### config.mk
export PLATFORM = sky130hd
export DESIGN_NAME = dshot_tx_multi
export DESIGN_NICKNAME = d
export VERILOG_FILES = /design/src/rtl/dshot_pkg.sv /design/src/rtl/dshot_ch_shifter.sv /design/src/rtl/dshot_tx_multi.sv
export SDC_FILE = /design/constraint.sdc
export NUM_CORES = 1
export LEC_CHECK = 0
export BUFFER_PORTS_ARGS = -buffer_cell sky130_fd_sc_hd__buf_2
export CAP_MARGIN = 10
export CORE_MARGIN = 1.5
export CORE_UTILIZATION = 50
export DETAILED_ROUTE_END_ITERATION = 8
export PLACE_DENSITY = 0.72
export SKIP_LAST_GASP = 1
export SLEW_MARGIN = 10
export SYNTH_ARGS = -nofsm -noshare
export SYNTH_HDL_FRONTEND = slang
export SYNTH_SLANG_ARGS = --single-unit
### constraint.sdc
create_clock -name CLK -period 2.5 [get_ports CLK]
set_input_delay 0.375 -clock CLK [delete_from_list [all_inputs] [get_ports CLK]]
set_output_delay 0.375 -clock CLK [all_outputs]
set_load 0.05 [all_outputs]
### src/rtl/dshot_pkg.sv
// Shared DShot definitions: rate encoding, per-rate bit timing and frame CRC.
package dshot_pkg;

   typedef enum logic [1:0] {
      MODE_150  = 2'd0,
      MODE_300  = 2'd1,
      MODE_600  = 2'd2,
      MODE_1200 = 2'd3
   } dshot_mode_e;

   localparam int FRAME_BITS = 16;
   localparam int CNT_W      = 7;

   // Bit timing in 16 MHz clock cycles.
   localparam logic [CNT_W-1:0] PERIOD_150  = 7'd107;
   localparam logic [CNT_W-1:0] PERIOD_300  = 7'd53;
   localparam logic [CNT_W-1:0] PERIOD_600  = 7'd27;
   localparam logic [CNT_W-1:0] PERIOD_1200 = 7'd13;
   localparam logic [CNT_W-1:0] T1H_150     = 7'd80;
   localparam logic [CNT_W-1:0] T1H_300     = 7'd40;
   localparam logic [CNT_W-1:0] T1H_600     = 7'd20;
   localparam logic [CNT_W-1:0] T1H_1200    = 7'd10;
   localparam logic [CNT_W-1:0] T0H_150     = 7'd40;
   localparam logic [CNT_W-1:0] T0H_300     = 7'd20;
   localparam logic [CNT_W-1:0] T0H_600     = 7'd10;
   localparam logic [CNT_W-1:0] T0H_1200    = 7'd5;

   function automatic logic [CNT_W-1:0] period_of(input dshot_mode_e m);
      case (m)
         MODE_150:  return PERIOD_150;
         MODE_300:  return PERIOD_300;
         MODE_600:  return PERIOD_600;
         default:   return PERIOD_1200;
      endcase
   endfunction

   function automatic logic [CNT_W-1:0] t1h_of(input dshot_mode_e m);
      case (m)
         MODE_150:  return T1H_150;
         MODE_300:  return T1H_300;
         MODE_600:  return T1H_600;
         default:   return T1H_1200;
      endcase
   endfunction

   function automatic logic [CNT_W-1:0] t0h_of(input dshot_mode_e m);
      case (m)
         MODE_150:  return T0H_150;
         MODE_300:  return T0H_300;
         MODE_600:  return T0H_600;
         default:   return T0H_1200;
      endcase
   endfunction

   // XOR of the three nibbles of {throttle, telem}.
   function automatic logic [3:0] crc4(input logic [11:0] v);
      return v[3:0] ^ v[7:4] ^ v[11:8];
   endfunction

endpackage

### src/rtl/dshot_ch_shifter.sv
// Per-channel frame holder: loads a 16-bit frame and presents bits MSB first.
module dshot_ch_shifter
   import dshot_pkg::*;
(
   input  logic                  clk,
   input  logic                  rst,
   input  logic                  load,
   input  logic                  shift,
   input  logic [FRAME_BITS-1:0] load_val,
   output logic                  msb
);

   logic [FRAME_BITS-1:0] sreg_q;

   // Load on accept, advance one bit at each bit-period end.
   always_ff @(posedge clk) begin
      if (rst) begin
         sreg_q <= '0;
      end else if (load) begin
         sreg_q <= load_val;
      end else if (shift) begin
         sreg_q <= {sreg_q[FRAME_BITS-2:0], 1'b0};
      end
   end

   assign msb = sreg_q[FRAME_BITS-1];

endmodule

### src/rtl/dshot_tx_multi.sv
// Multi-channel DShot transmitter: shared sequencer, per-channel shifters.
//
// state  | meaning
// IDLE   | ready for a frame set, outputs low
// BIT    | serialising 16 bits, cyc_q is position within the bit period
// GAP    | enforced low idle time before the next accept
module dshot_tx_multi
   import dshot_pkg::*;
#(
   parameter int NUM_CH     = 4,
   parameter int GAP_CYCLES = 64,
   parameter int CLK_HZ     = 16000000
) (
   input  logic                CLK,
   input  logic                RST,
   input  logic [1:0]          mode,
   input  logic [11*NUM_CH-1:0] throttle,
   input  logic [NUM_CH-1:0]   telem,
   input  logic                frame_valid,
   output logic                frame_ready,
   output logic                busy,
   output logic [NUM_CH-1:0]   dshot_out
);

   localparam int GAP_W = (GAP_CYCLES > 1) ? $clog2(GAP_CYCLES) : 1;

   if (CLK_HZ != 16000000) begin : g_bad_clk
      $error("dshot_tx_multi: timing table only valid for a 16 MHz clock");
   end
   if (NUM_CH < 1 || NUM_CH > 8) begin : g_bad_ch
      $error("dshot_tx_multi: NUM_CH must be 1..8");
   end
   if (GAP_CYCLES < 1) begin : g_bad_gap
      $error("dshot_tx_multi: GAP_CYCLES must be at least 1");
   end

   typedef enum logic [1:0] {ST_IDLE, ST_BIT, ST_GAP} state_e;

   state_e             state_q, state_d;
   dshot_mode_e        mode_q;
   logic [CNT_W-1:0]   cyc_q;
   logic [3:0]         bit_q;
   logic [GAP_W-1:0]   gap_q;
   logic [CNT_W-1:0]   period_cur, t1h_cur, t0h_cur;
   logic               accept, bit_end, last_bit;
   logic [NUM_CH-1:0]  msb;

   assign period_cur = period_of(mode_q);
   assign t1h_cur    = t1h_of(mode_q);
   assign t0h_cur    = t0h_of(mode_q);
   assign accept     = frame_ready & frame_valid;
   assign bit_end    = (state_q == ST_BIT) && (cyc_q == period_cur - 7'd1);
   assign last_bit   = (bit_q == 4'(FRAME_BITS - 1));

   // Next-state and state-decoded handshake outputs.
   always_comb begin
      state_d     = state_q;
      frame_ready = 1'b0;
      busy        = 1'b1;
      case (state_q)
         ST_IDLE: begin
            frame_ready = 1'b1;
            busy        = 1'b0;
            if (frame_valid) state_d = ST_BIT;
         end
         ST_BIT: begin
            if (bit_end && last_bit) state_d = ST_GAP;
         end
         ST_GAP: begin
            if (gap_q == '0) state_d = ST_IDLE;
         end
         default: state_d = ST_IDLE;
      endcase
   end

   // State register plus shared bit/cycle/gap counters.
   always_ff @(posedge CLK) begin
      if (RST) begin
         state_q <= ST_IDLE;
         mode_q  <= MODE_150;
         cyc_q   <= '0;
         bit_q   <= '0;
         gap_q   <= '0;
      end else begin
         state_q <= state_d;
         if (accept) begin
            mode_q <= dshot_mode_e'(mode);
            cyc_q  <= '0;
            bit_q  <= '0;
         end else if (state_q == ST_BIT) begin
            if (bit_end) begin
               cyc_q <= '0;
               bit_q <= bit_q + 4'd1;
            end else begin
               cyc_q <= cyc_q + 7'd1;
            end
         end
         if (bit_end && last_bit) begin
            gap_q <= GAP_W'(GAP_CYCLES - 1);
         end else if (state_q == ST_GAP && gap_q != '0) begin
            gap_q <= gap_q - GAP_W'(1);
         end
      end
   end

   for (genvar i = 0; i < NUM_CH; i++) begin : g_ch
      logic [11:0] v;
      assign v = {throttle[11*i +: 11], telem[i]};

      dshot_ch_shifter u_shifter (
         .clk      (CLK),
         .rst      (RST),
         .load     (accept),
         .shift    (bit_end),
         .load_val ({v, crc4(v)}),
         .msb      (msb[i])
      );
   end

   // Registered pin drive: high while the shared counter is inside the bit's high time.
   always_ff @(posedge CLK) begin
      if (RST) begin
         dshot_out <= '0;
      end else begin
         for (int i = 0; i < NUM_CH; i++) begin
            dshot_out[i] <= (state_q == ST_BIT) && (cyc_q < (msb[i] ? t1h_cur : t0h_cur));
         end
      end
   end

endmodule

### Word-level counts from Yosys, hierarchy flattened

Index checks and enable logic that the tools add are counted.

| storage, ports and cells | value |
|---|---|
| register bits | 89 |
| input port bits | 53 |
| output and inout port bits | 6 |
| word-level logic and storage cells | 76 |

| cells by class | value |
|---|---|
| add/subtract/negate cells | 4 |
| order comparisons | 4 |
| equality and inequality tests | 9 |
| multiplexer cells | 24 |
| bitwise operators | 9 |
| reductions and logical operators | 16 |

Operators with widths:

| operator | count |
|---|---|
| $mux 16 | 8 |
| $pmux 7 s3 | 2 |
| $mux 7 | 5 |
| $xor 4x4->4 | 8 |
| $lt 7x7->1 | 4 |
| $pmux 6 s3 | 1 |
| $mux 6 | 2 |
| $add 7x1->7 const B | 1 |
| $eq 7x7->1 | 1 |
| $logic_and 1x1->1 | 7 |
| $sub 7x1->7 const B | 1 |
| $logic_not 6->1 | 1 |
| $mux 2 | 3 |
| $pmux 2 s3 | 1 |
| $reduce_bool 6->1 | 1 |
| $sub 6x1->6 const B | 1 |
| $add 4x1->4 const B | 1 |
| $eq 2x1->1 const B | 2 |
| $eq 2x2->1 const B | 2 |
| $eq 4x4->1 const B | 1 |
| $logic_not 2->1 | 2 |
| $ne 2x2->1 const B | 2 |
| $reduce_bool 2->1 | 2 |
| $reduce_and 3->1 | 1 |
| other kinds (5) | 6 |

### Logic depth before layout (Yosys ltp)

Gate-level depths: netlist (run 1).

| logic depth | value |
|---|---|
| depth in word-level cells | 8 |
| mapped depth | 10 |
| mapped depth without buffers | 9 |

### Hierarchy

A second synthesis (run 1) with hierarchy kept.

| unflattened totals | value |
|---|---|
| cell total of the unflattened synthesis | 557 |
| area total of the unflattened synthesis | 5418.9 µm² |

By module, submodules not included:

| module | instances | cells each | area each (µm²) | sequential area each (µm²) |
|---|---|---|---|---|
| dshot_ch_shifter | 4 | 71 | 764.5 | 320.3 |
| dshot_tx_multi | 1 | 273 | 2361.0 | 500.5 |

### Worst setup path before layout (run 1)

OpenSTA, ideal clock, no wires.

| path | value |
|---|---|
| path type | reg2reg |
| start | register mode_q[0] |
| end | register g_ch[0].u_shifter.sreg_q[9] |
| setup time | 0.112 ns |
| arrival time | 2.149 ns |
| data required time | 2.388 ns |
| setup slack | 0.239 ns |
| stages on the path, launching flop included | 8 |
| path buffers | 1 |
| period minus slack after synthesis | 2.261 ns |
| path through | dfxtp_1 -> inv_1 -> ha_1 -> xor2_1 -> a2111oi_4 -> buf_4 -> a31oi_1 -> a2111oi_1 |

| on the way | value |
|---|---|
| longest elaborated chain between the ends | 6 |
| elaborated cells on any way between the ends | 8 |
| those cells by class | add/sub (1); eq/ne (3); mux (1); reduce/logical (3) |

RTL lines:

| element | RTL line | RTL |
|---|---|---|
| start: declaration | dshot_tx_multi.sv:40 | `dshot_mode_e mode_q;` |
| start signal: assignment | dshot_tx_multi.sv:87 | `mode_q <= dshot_mode_e'(mode);` |
| $eq 2x2->1 (tied with other cells) | dshot_pkg.sv:29 | `case (m)` |
| $pmux 7 s3 (*) | dshot_pkg.sv:29 |  |
| $sub 7x1->7 (*) | dshot_tx_multi.sv:52 | `assign bit_end = (state_q == ST_BIT) && (cyc_q == period_cur - 7'd1);` |
| $eq 7x7->1 (*) | dshot_tx_multi.sv:52 |  |
| $logic_and 1x1->1 (*) | dshot_tx_multi.sv:52 |  |
| $reduce_bool 2->1 (no source line) (*) | - |  |
| end signal: assignment | dshot_ch_shifter.sv:20 | `sreg_q <= load_val;` |
| end signal: assignment | dshot_ch_shifter.sv:22 | `sreg_q <= {sreg_q[FRAME_BITS-2:0], 1'b0};` |
| end: declaration | dshot_ch_shifter.sv:13 | `logic [FRAME_BITS-1:0] sreg_q;` |

Every way passes the cells marked *; elsewhere a longest branch is shown, timed or not.
A chain may end at the register's enable or synchronous reset.

### Final worst setup path (run 1)

| path | value |
|---|---|
| start | register mode_q[0] |
| end | register g_ch[2].u_shifter.sreg_q[14] |

| on the way | value |
|---|---|
| longest elaborated chain between the ends | 6 |
| elaborated cells on any way between the ends | 8 |
| those cells by class | add/sub (1); eq/ne (3); mux (1); reduce/logical (3) |

RTL lines:

| element | RTL line |
|---|---|
| $eq 2x2->1 (tied with other cells) | dshot_pkg.sv:29 |
| $pmux 7 s3 (*) | dshot_pkg.sv:29 |
| $sub 7x1->7 (*) | dshot_tx_multi.sv:52 |
| $eq 7x7->1 (*) | dshot_tx_multi.sv:52 |
| $logic_and 1x1->1 (*) | dshot_tx_multi.sv:52 |
| $reduce_bool 2->1 (no source line) (*) | - |
| end signal: assignment | dshot_ch_shifter.sv:20 |
| end signal: assignment | dshot_ch_shifter.sv:22 |
| end: declaration | dshot_ch_shifter.sv:13 |

Marked as above.

==> summary.txt, run 1 <==
Finish
  – Commonest cells after routing, fill and taps aside: 92 x nor2_1, 89 x dfxtp_1, 58 x buf_2, 34 x a2111oi_0, 34 x ha_1
  – # nets final: 771
  – Layout area overhead: 14.6%
  – Number of diodes: 0
  – Commonest non-fill, non-tap cell in the layout: nor2_1
  – Post-route insts no fill: just over 800
  – Share of cells above drive strength 1: 0.239

Power
  – PD cells: 552 nW/µm²
  – Peak supply drop: about 0.35 mV
  – Leak: 2.51 nW
  – Post-layout power: between 3 and 4 mW

Placed design
  – Placed cell count: 807
  – Placer Congestion: 0.916
  – PortBufs: 58
  – DP HPWL: 9940 µm

STA
  – Final hold viol count: 0
  – Post-layout min period: 2.40 ns
  – WHS: 0.296 ns
  – Slew @ Worst Pin: 0.554 ns
  – Setup total negative slack: 0 ns
  – Slew HR: 0.629
  – Max Clk Rate: 417 MHz
  – Final Slew Violations: 0
  – RSZ-0062 raised after global routing: false
  – Final Skew: around 0.0087 ns
  – Fin crit share: 0.959
  – Finish-stage setup viols: 0

Synth
  – Synth cell types: 49
  – Gate count of the mapped netlist: 636
  – Adder-cell share of the synthesized area: 0.0780
  – Avg Cell Area, Syn: approximately 8.6 µm²
  – Ys async rst share: 0
  – Post-synth top flop: dfxtp_1
  – Post-synthesis mux area share: 0.0278
  – Simple-gate portion of the synthesized area: 0.210
  – Post-synth net total: 723
  – Ys Warns: 0
  – XOR/XNOR Fraction of Synth Area: 0.0755
  – Synthesis-stage register bit count: 89
  – Synth Area in Compound Gates: 0.229
  – Main combinational cell family by area after synthesis: compound AO/OA/AOI/OAI gates
  – Post-synth EDFFs: 0
  – Mapped Area: 5450 µm²
  – Seq/Total Area, Yosys: 0.327

Critical path
  – CP peak stage delay: 0.44 ns
  – Most frequent CP cell: buf_4
  – Worst Path Buf+Inv: 3
  – Worst-path maximum fanout: 14
  – CP max-delay cell: or3b_1
  – Startpoint types: flip-flop
  – Crit path DAT: roughly 2.6 ns
  – CP delay by family, top: compound AO/OA/AOI/OAI gates
  – Crit Path Category: flip-flop to flip-flop
  – Worst setup EP type: flip-flop
  – Critical path cell sequence: buf_4 > or3b_1 > a2111oi_4 > buf_4 > nand3_4 > buf_4 > a2111oi_1
  – Critical Path RT: 2.74 ns

Die
  – Chip height: 107 µm
  – Io pins: 59
  – Placeable Area: 10500 µm²
  – Die X: 107 µm
  – Die Area: ~12000 µm²
  – # rows: 37
  – Initial core utilization: 0.521

Global routing
  – Global-route wire length before repair: 24000 µm
  – Grt total ovfl: 0
  – Initial antenna violation count: 0
  – Met3 usage: 0.0460
  – M1 GR Usage: 0.360
  – Largest net degree at the start of global routing: 87
  – GRT busiest layer: met2
  – Vias in the first global route: 4906
  – Overall Global Routing Usage: 0.260
  – GRT met2 Usage: 0.397

Route
  – Vias per cell: 6.17
  – DRC: 0
  – DRT iter0 DRCs: 298
  – WL per Instance: 17.6 µm
  – Via count: 5093
  – Initial DRT Pass Iterations: 6
  – Routed Antenna Nets: 0
  – Routed WL: 14500 µm

Clocking
  – Worst-Skew Late Latency: 0.37 ns
  – Num CTS Buffers: 9
  – Clock buffer depth: 2
  – Root buffer cell: clkbuf_8
  – CTS tree: done
  – Clk sinks: 89
  – Clock-pin slew on the worst setup and hold paths: 0.09 ns
  – # H-tree levels: 3
  – Hold-fix buffers, CTS: 0

Outcome
  – Status: completed

Worst hold path
  – HP Class: primary input to flip-flop

Job
  – Max Cap Violations: 0
kinds of logic (layout without fill, tap and decap cells):
| kind of cell | count (synthesis) | count (layout) |
|---|---|---|
| buffers and inverters | 69 | 122 |
| AOI/OAI and AO/OA | 154 | 154 |
| DFF | 89 | 89 |
| xor gates and xnor gates | 47 | 47 |
| adders and majority gates | 34 | 34 |
| muxes | 15 | 15 |
| and+or+nand+nor | 228 | 228 |
registers in the layout, summed over array words and instances (netlist names):
signal                 cells
bit_q                      4
cyc_q                      7
dshot_out                  4
g_ch.u_shifter.sreg_q     64
gap_q                      6
mode_q                     2
state_q                    2
layer usage:
metal,up-vias,wire (µm),part of all wire
met2,202,6650,0.46
met1,2398,6530,0.45
met5,-,0,0
met3,31,889,0.061
li1,2462,-,-
met4,0,428,0.030
report_power, final:
part           total, mW  leakage, nW  switching [mW]  internal [mW]
Sequential          1.58        0.733          0.0507           1.53
Combinational      0.828         1.67           0.481          0.346
Clock               1.04        0.103           0.553          0.492
Total               3.45         2.51            1.09           2.36
worst min-delay path, stage by stage:
cell     delay, ns
buf_2         0.11
nand2_1       0.06
a21oi_1       0.07
area by class of cell:
| type | count | area, µm² |
|---|---|---|
| clock buffers | 10 | 138 |
| fillers | 919 | 4210 |
| well taps | 136 | 170 |
| clock inverters | 6 | 65.1 |
| inverters | 10 | 37.5 |
| multi-input cells | 478 | 3420 |
| repair buffers | 96 | 642 |
| flip-flops and latches | 89 | 1780 |
through the flow:
stage / util / cell area [µm²] / setup WS, ns
floorplan: - / 5450 / 0.239
global placement: 0.576 / 6030 / 0.209
detailed placement: 0.576 / 6030 / 0.0961
CTS: 0.596 / 6230 / 0.0739
global route: 0.597 / 6250 / 0.00637
finish: 0.597 / 6250 / 0.104
repair_timing:
| item | CTS | global route |
|---|---|---|
| gates resized for setup | 0 | 2 |
| buffers inserted | 0 | 2 |
| setup endpoints to repair | 0 | 24 |
cells in the mapped netlist (all sizes together) (2+ instances only):
cell      n  area, µm²
o2111ai   6       52.6
o31ai     3       22.5
or3       7       43.8
nand3     2       22.5
a311oi    4       35.0
nand2b    2       12.5
inv      10       37.5
nor4     29        181
dfxtp    89       1780
buf      13       77.6
nor2     93        349
o211a    12        120
a31oi    20        125
xnor2    28        245
nand4    14       87.6
a2111oi  57        584
and3      3       18.8
a311o     4       40.0
clkbuf   46        173
nand2    28        105
xor2     19        166
mux2i    14        140
a21oi    29        145
nor3      8       45.0
nor2b     2       12.5
or3b      5       43.8
o21ai     9       45.0
a21o      4       30.0
ha       34        425
or2      32        200
worst paths after layout:
kind	start	endpoint	slack, ns	cells after the start
max	mode_q[0]	g_ch[2].u_shifter.sreg_q[14]	0.10	7
min	mode[0]	mode_q[0]	0.30	3
max reg2reg	mode_q[0]	g_ch[2].u_shifter.sreg_q[14]	0.10	7
min reg2reg	bit_q[3]	bit_q[3]	0.47	2
Power figures use the tool's default switching activity.
==> run 2, diff against run 1 <==
--- a/config.mk
+++ b/config.mk
@@ -9,6 +9,7 @@
 export CAP_MARGIN = 10
 export CORE_MARGIN = 1.5
 export CORE_UTILIZATION = 50
+export CTS_BUF_LIST = sky130_fd_sc_hd__clkbuf_2
 export DETAILED_ROUTE_END_ITERATION = 8
 export PLACE_DENSITY = 0.72
 export SKIP_LAST_GASP = 1
==> summary.txt, run 2 (synthesis results as in run 1) <==
Outcome
  – Status: completed

Global routing
  – Initial antenna violation count: 0
  – Overall Global Routing Usage: 0.258
  – Largest net degree at the start of global routing: 87
  – Global-route wire length before repair: roughly 24000 µm
  – Vias in the first global route: 4894
  – Grt total ovfl: 0

STA
  – Finish-stage setup viols: 0
  – Final Skew: around 0.021 ns
  – Final setup margin: between 0.09 and 0.1 ns
  – Post-layout min period: 2.40 ns
  – Final hold viol count: 0
  – Setup total negative slack: 0 ns
  – Final Slew Violations: 0
  – Slew @ Worst Pin: 0.554 ns
  – Fin crit share: 0.961
  – Max Clk Rate: 416 MHz
  – Slew HR: 0.630

Worst hold path
  – HP Class: primary input to flip-flop
  – Hold Path Depth: 3
  – Worst Hold Path EP: g_ch[0].u_shifter.sreg_q[13]
  – Hold_sp: throttle[8]

Power
  – Peak supply drop: 0.310 mV
  – NetSw: 1.07 mW
  – Leak: ~2.5 nW
  – Post-layout power: 3.17 mW
  – Clock group share of total power: 0.241
  – Switch share: 0.336
  – Flop pwr share: 0.498
  – PD cells: 514 nW/µm²
  – Internal power: approximately 2.1 mW
  – Combinational Power Share: 0.261

Placed design
  – Placed cell count: 807
  – DP HPWL: 9940 µm
  – Dpl ws: 0.0961 ns
  – PortBufs: 58
  – Placer Congestion: around 0.92

Finish
  – Layout area overhead: 13.2%
  – Register Area: between 1500 and 2000 µm²
  – Reg with most FFs: g_ch.u_shifter.sreg_q
  – Largest registers: g_ch.u_shifter.sreg_q x64, cyc_q x7, gap_q x6
  – Fillers: 929
  – # nets final: 771
  – Multi-input logic area: 3430 µm²
  – Commonest cells after routing, fill and taps aside: 92 x nor2_1, 89 x dfxtp_1, 58 x buf_2, 34 x ha_1
  – Max FFs per register: 64
  – Commonest non-fill, non-tap cell in the layout: nor2_1
  – Number of diodes: 0
  – Share of cells above drive strength 1: 0.239
  – Post-route insts no fill: 825

Route
  – DRC: 0
  – Vias per cell: 6.13
  – Routed WL: 14400 µm
  – Initial DRT Pass Iterations: 4
  – Routed Antenna Nets: 0
  – WL per Instance: 17.5 µm
  – Via count: 5057
  – DRT iter0 DRCs: 260

Die
  – Chip height: 107 µm
  – Placeable Area: roughly 10000 µm²
  – Initial core utilization: 0.521
  – # rows: 37
  – Io pins: 59
  – Die X: 107 µm
  – Die Area: roughly 12000 µm²

Critical path
  – Worst reg-to-reg setup slack: 0.1 ns
  – Startpoint types: flip-flop
  – Worst r2r src: mode_q[0]
  – Crit path DAT: 2.87 ns
  – R2R depth: 7
  – Critical Path RT: slightly below 3 ns
  – Crit Path Category: flip-flop to flip-flop
  – Worst-path maximum fanout: 14
  – Worst setup EP type: flip-flop
  – R2R Path End: g_ch[2].u_shifter.sreg_q[14]

Clocking
  – Worst-Skew Late Latency: 0.57 ns
  – Clock buffer depth: 2
  – Hold-fix buffers, CTS: 0
  – Root buffer cell: clkbuf_2
  – # H-tree levels: 3
  – CTS tree: done
  – Clock-pin slew on the worst setup and hold paths: 0.26 ns
  – Num CTS Buffers: 9
  – Clk sinks: between 80 and 90

Job
  – Max Cap Violations: 0
-- run 2: repair_timing --
action	in CTS	in global routing
endpoints found under the setup margin	0	33
gates resized for setup	0	5
buffers inserted	0	2
-- run 2: power by group through the flow --
stage          clock, mW  combinational [mW]  sequential (mW)
2_1_floorplan          0               0.567             1.60
3_3_place_gp           0               0.784             1.60
3_5_place_dp           0               0.809             1.61
4_1_cts            0.775               0.813             1.58
5_1_grt            0.838               0.910             1.59
6_report           0.765               0.829             1.58
-- run 2: per-layer routing --
layer / GRT usage / share of wire / vias up / wire (µm)
met5: 0 / 0 / - / 0
met4: 0.117 / 0.026 / 0 / 379
met3: 0.0418 / 0.062 / 30 / 898
met2: 0.392 / 0.47 / 185 / 6730
met1: 0.359 / 0.44 / 2387 / 6420
li1: - / - / 2455 / -
-- run 2: worst max-delay path by stage --
stage               slack [ns]  cells past startpoint                      endpoint       from
global route             -0.01                      8   g_ch[2].u_shifter.sreg_q[7]  mode_q[0]
detailed placement         0.1                      7  g_ch[2].u_shifter.sreg_q[14]  mode_q[0]
floorplan                 0.24                      7   g_ch[0].u_shifter.sreg_q[9]  mode_q[0]
CTS                       0.05                      7  g_ch[2].u_shifter.sreg_q[14]  mode_q[0]
finish                     0.1                      7  g_ch[2].u_shifter.sreg_q[14]  mode_q[0]
global placement          0.21                      7   g_ch[1].u_shifter.sreg_q[4]  mode_q[0]
-- run 2: worst max-delay path: stages (launching register included) --
cell	delay (ns)
dfxtp_1	0.38
buf_4	0.15
or3b_1	0.44
a2111oi_4	0.42
buf_4	0.19
nand3_4	0.08
buf_4	0.23
a2111oi_1	0.41
-- run 2: layout make-up --
| cell class | instances | area share |
|---|---|---|
| Clock buffer | 9 | 0.00730 |
| Multi-Input combinational cell | 478 | 0.555 |
| Timing Repair Buffer | 96 | 0.104 |
| Sequential cell | 89 | 0.289 |
| Inverter | 10 | 0.00608 |
| Clock inverter | 7 | 0.0111 |
| Tap cell | 136 | 0.0276 |
-- run 2: metrics by stage --
stage	hold WS, ns	area, µm²	utilization
6_report	0.0595	6170	0.590
5_1_grt	0.0172	6170	0.590
4_1_cts	0.0258	6140	0.587
3_5_place_dp	0.466	6030	0.576
3_3_place_gp	0.455	6030	0.576
2_1_floorplan	0.439	5450	-
==> run 3, diff against run 2 <==
--- a/config.mk
+++ b/config.mk
@@ -11,7 +11,7 @@
 export CORE_UTILIZATION = 50
 export CTS_BUF_LIST = sky130_fd_sc_hd__clkbuf_2
 export DETAILED_ROUTE_END_ITERATION = 8
-export PLACE_DENSITY = 0.72
+export PLACE_DENSITY = 0.74
 export SKIP_LAST_GASP = 1
 export SLEW_MARGIN = 10
 export SYNTH_ARGS = -nofsm -noshare
==> constraint.sdc (replaced) <==
create_clock -name CLK -period 2.17 [get_ports CLK]
set_input_delay 0.3255 -clock CLK [delete_from_list [all_inputs] [get_ports CLK]]
set_output_delay 0.3255 -clock CLK [all_outputs]
set_load 0.05 [all_outputs]
==> summary.txt, run 3 (synthesis results as in run 1) <==
Outcome
  – Status: finished with violations
  – Violated checks: negative setup slack

Power
  – Switch share: 0.349
  – Clock group share of total power: 0.245
  – NetSw: 1.44 mW
  – Post-layout power: 4.13 mW
  – Combinational Power Share: 0.314
  – PD cells: 553 nW/µm²
  – Flop pwr share: 0.442
  – Internal power: 2.69 mW
  – Leak: 2.90 nW
  – Peak supply drop: around 0.38 mV

Finish
  – Largest registers: g_ch.u_shifter.sreg_q x64, cyc_q x7, gap_q x6
  – Finished Core Util: 0.715
  – Number of diodes: 0
  – # nets final: 797
  – Commonest cells after routing, fill and taps aside: 91 x nor2_1, 87 x dfxtp_1, 58 x buf_2, 35 x buf_4, 32 x ha_1
  – Share of cells above drive strength 1: 0.362
  – Reg with most FFs: g_ch.u_shifter.sreg_q
  – Max FFs per register: 64
  – Commonest non-fill, non-tap cell in the layout: nor2_1
  – Layout area overhead: 37.2%

Global routing
  – Largest net degree at the start of global routing: 87
  – Initial antenna violation count: 0
  – Overall Global Routing Usage: 0.268
  – Global-route wire length before repair: approximately 25000 µm
  – Vias in the first global route: between 5000 and 6000
  – Grt total ovfl: 0

Worst hold path
  – Hold Path Depth: 3
  – Worst Hold Path EP: g_ch[3].u_shifter.sreg_q[15]
  – Hold_sp: throttle[43]
  – HP Class: primary input to flip-flop

Route
  – DRT iter0 DRCs: 564
  – Met3 WL: 1110 µm
  – Via count: 5591
  – Wire length on met2: 8890 µm
  – M1 WL: 7110 µm
  – Routed WL: between 15000 and 20000 µm
  – Top layer in use: met4
  – DRC: 0
  – Vias per cell: 6.57
  – Routed Antenna Nets: 0
  – Initial DRT Pass Iterations: 5
  – WL per Instance: 20.6 µm

Clocking
  – # H-tree levels: 3
  – Root buffer cell: clkbuf_2
  – Num CTS Buffers: 9
  – Worst-Skew Late Latency: 0.57 ns
  – Clock buffer depth: 2
  – Clock-pin slew on the worst setup and hold paths: approximately 0.26 ns
  – CTS tree: done
  – Clk sinks: 89

Critical path
  – Worst r2r src: mode_q[1]
  – Critical Path RT: 2.62 ns
  – Crit Path Category: flip-flop to flip-flop
  – Worst-path maximum fanout: 13
  – Worst setup EP type: flip-flop
  – Startpoint types: flip-flop
  – R2R Path End: g_ch[1].u_shifter.sreg_q[11]
  – R2R depth: 9
  – Crit path DAT: 2.74 ns
  – Worst reg-to-reg setup slack: -0.12 ns

STA
  – Post-layout min period: 2.29 ns
  – Slew @ Worst Pin: 0.586 ns
  – Final Skew: 0.0264 ns
  – Max Clk Rate: 436 MHz
  – Slew HR: 0.608
  – WHS: 0.0401 ns
  – Final hold viol count: 0
  – Final setup margin: -0.123 ns
  – Final Slew Violations: 0
  – Finish-stage setup viols: 48
  – RSZ-0062 raised after global routing: true
  – Fin crit share: 1.06

Die
  – # rows: 37
  – Die X: 107 µm
  – Chip height: 107 µm
  – Io pins: 59
  – Initial core utilization: 0.521
  – Die Area: 11500 µm²
  – Placeable Area: 10500 µm²

Placed design
  – Placer Congestion: 0.865
  – DP HPWL: 10000 µm
  – PortBufs: between 50 and 60

Job
  – Max Cap Violations: 0
[run 3: layer usage]
metal  vias up  GRT usage
met5         -          0
met4         0      0.101
met3        50     0.0339
met2       281      0.445
met1      2740      0.354
li1       2520          -
[run 3: power by group through the flow]
stage	Combinational [mW]	Sequential (mW)	Clock (mW)
CTS	1.04	1.82	1.01
floorplan	0.656	1.84	0
detailed placement	0.964	1.85	0
global route	1.38	1.84	1.08
global placement	0.938	1.84	0
finish	1.30	1.83	1.01
[run 3: how the worst max path moves through the flow]
| stage | start | slack (ns) | endpoint |
|---|---|---|---|
| after floorplan | mode_q[0] | -0.01 | g_ch[0].u_shifter.sreg_q[2] |
| after global placement | mode_q[0] | -0.11 | g_ch[3].u_shifter.sreg_q[10] |
| after detailed placement | mode_q[0] | -0.12 | g_ch[3].u_shifter.sreg_q[10] |
| after CTS | mode_q[0] | -0.06 | g_ch[3].u_shifter.sreg_q[2] |
| after global routing | mode_q[1] | -0.21 | g_ch[1].u_shifter.sreg_q[11] |
| final | mode_q[1] | -0.12 | g_ch[1].u_shifter.sreg_q[11] |
[run 3: critical path, cell delays in order (launching register included)]
cell       delay (ns)
dfxtp_2          0.41
inv_2            0.07
ha_4             0.27
xor2_1           0.20
a2111o_1         0.28
buf_12           0.17
nor3_4           0.05
buf_6            0.14
buf_12           0.14
a2111oi_1        0.46
[run 3: area by class of cell]
type                    instances  area [µm²]
inverters                      10        37.5
repair buffers                122        1060
well taps                     136         170
fillers                       748        2980
flip-flops and latches         89        1780
clock inverters                 6        90.1
clock buffers                  10        50.0
multi-input cells             478        4290
[run 3: what timing repair did]
| item | in CTS | in global routing |
|---|---|---|
| endpoints found under the hold margin | 3 | 1 |
| buffers inserted | 1 | 5 |
| setup endpoints to repair | 74 | 76 |
| resized for setup | 50 | 108 |
| hold buffers | 3 | 1 |
| cloned | 2 | 4 |
| pin swaps | 7 | 16 |
[run 3: per-stage QoR]
step	cells	setup WS [ns]	setup TNS (ns)	instance area, µm²
floorplan	636	-0.0108	-0.157	5480
CTS	842	-0.0554	-1.45	6620
finish	851	-0.123	-2.92	7480
global route	851	-0.208	-5.98	7480
detailed placement	820	-0.118	-1.21	6190
global placement	820	-0.109	-0.163	6190
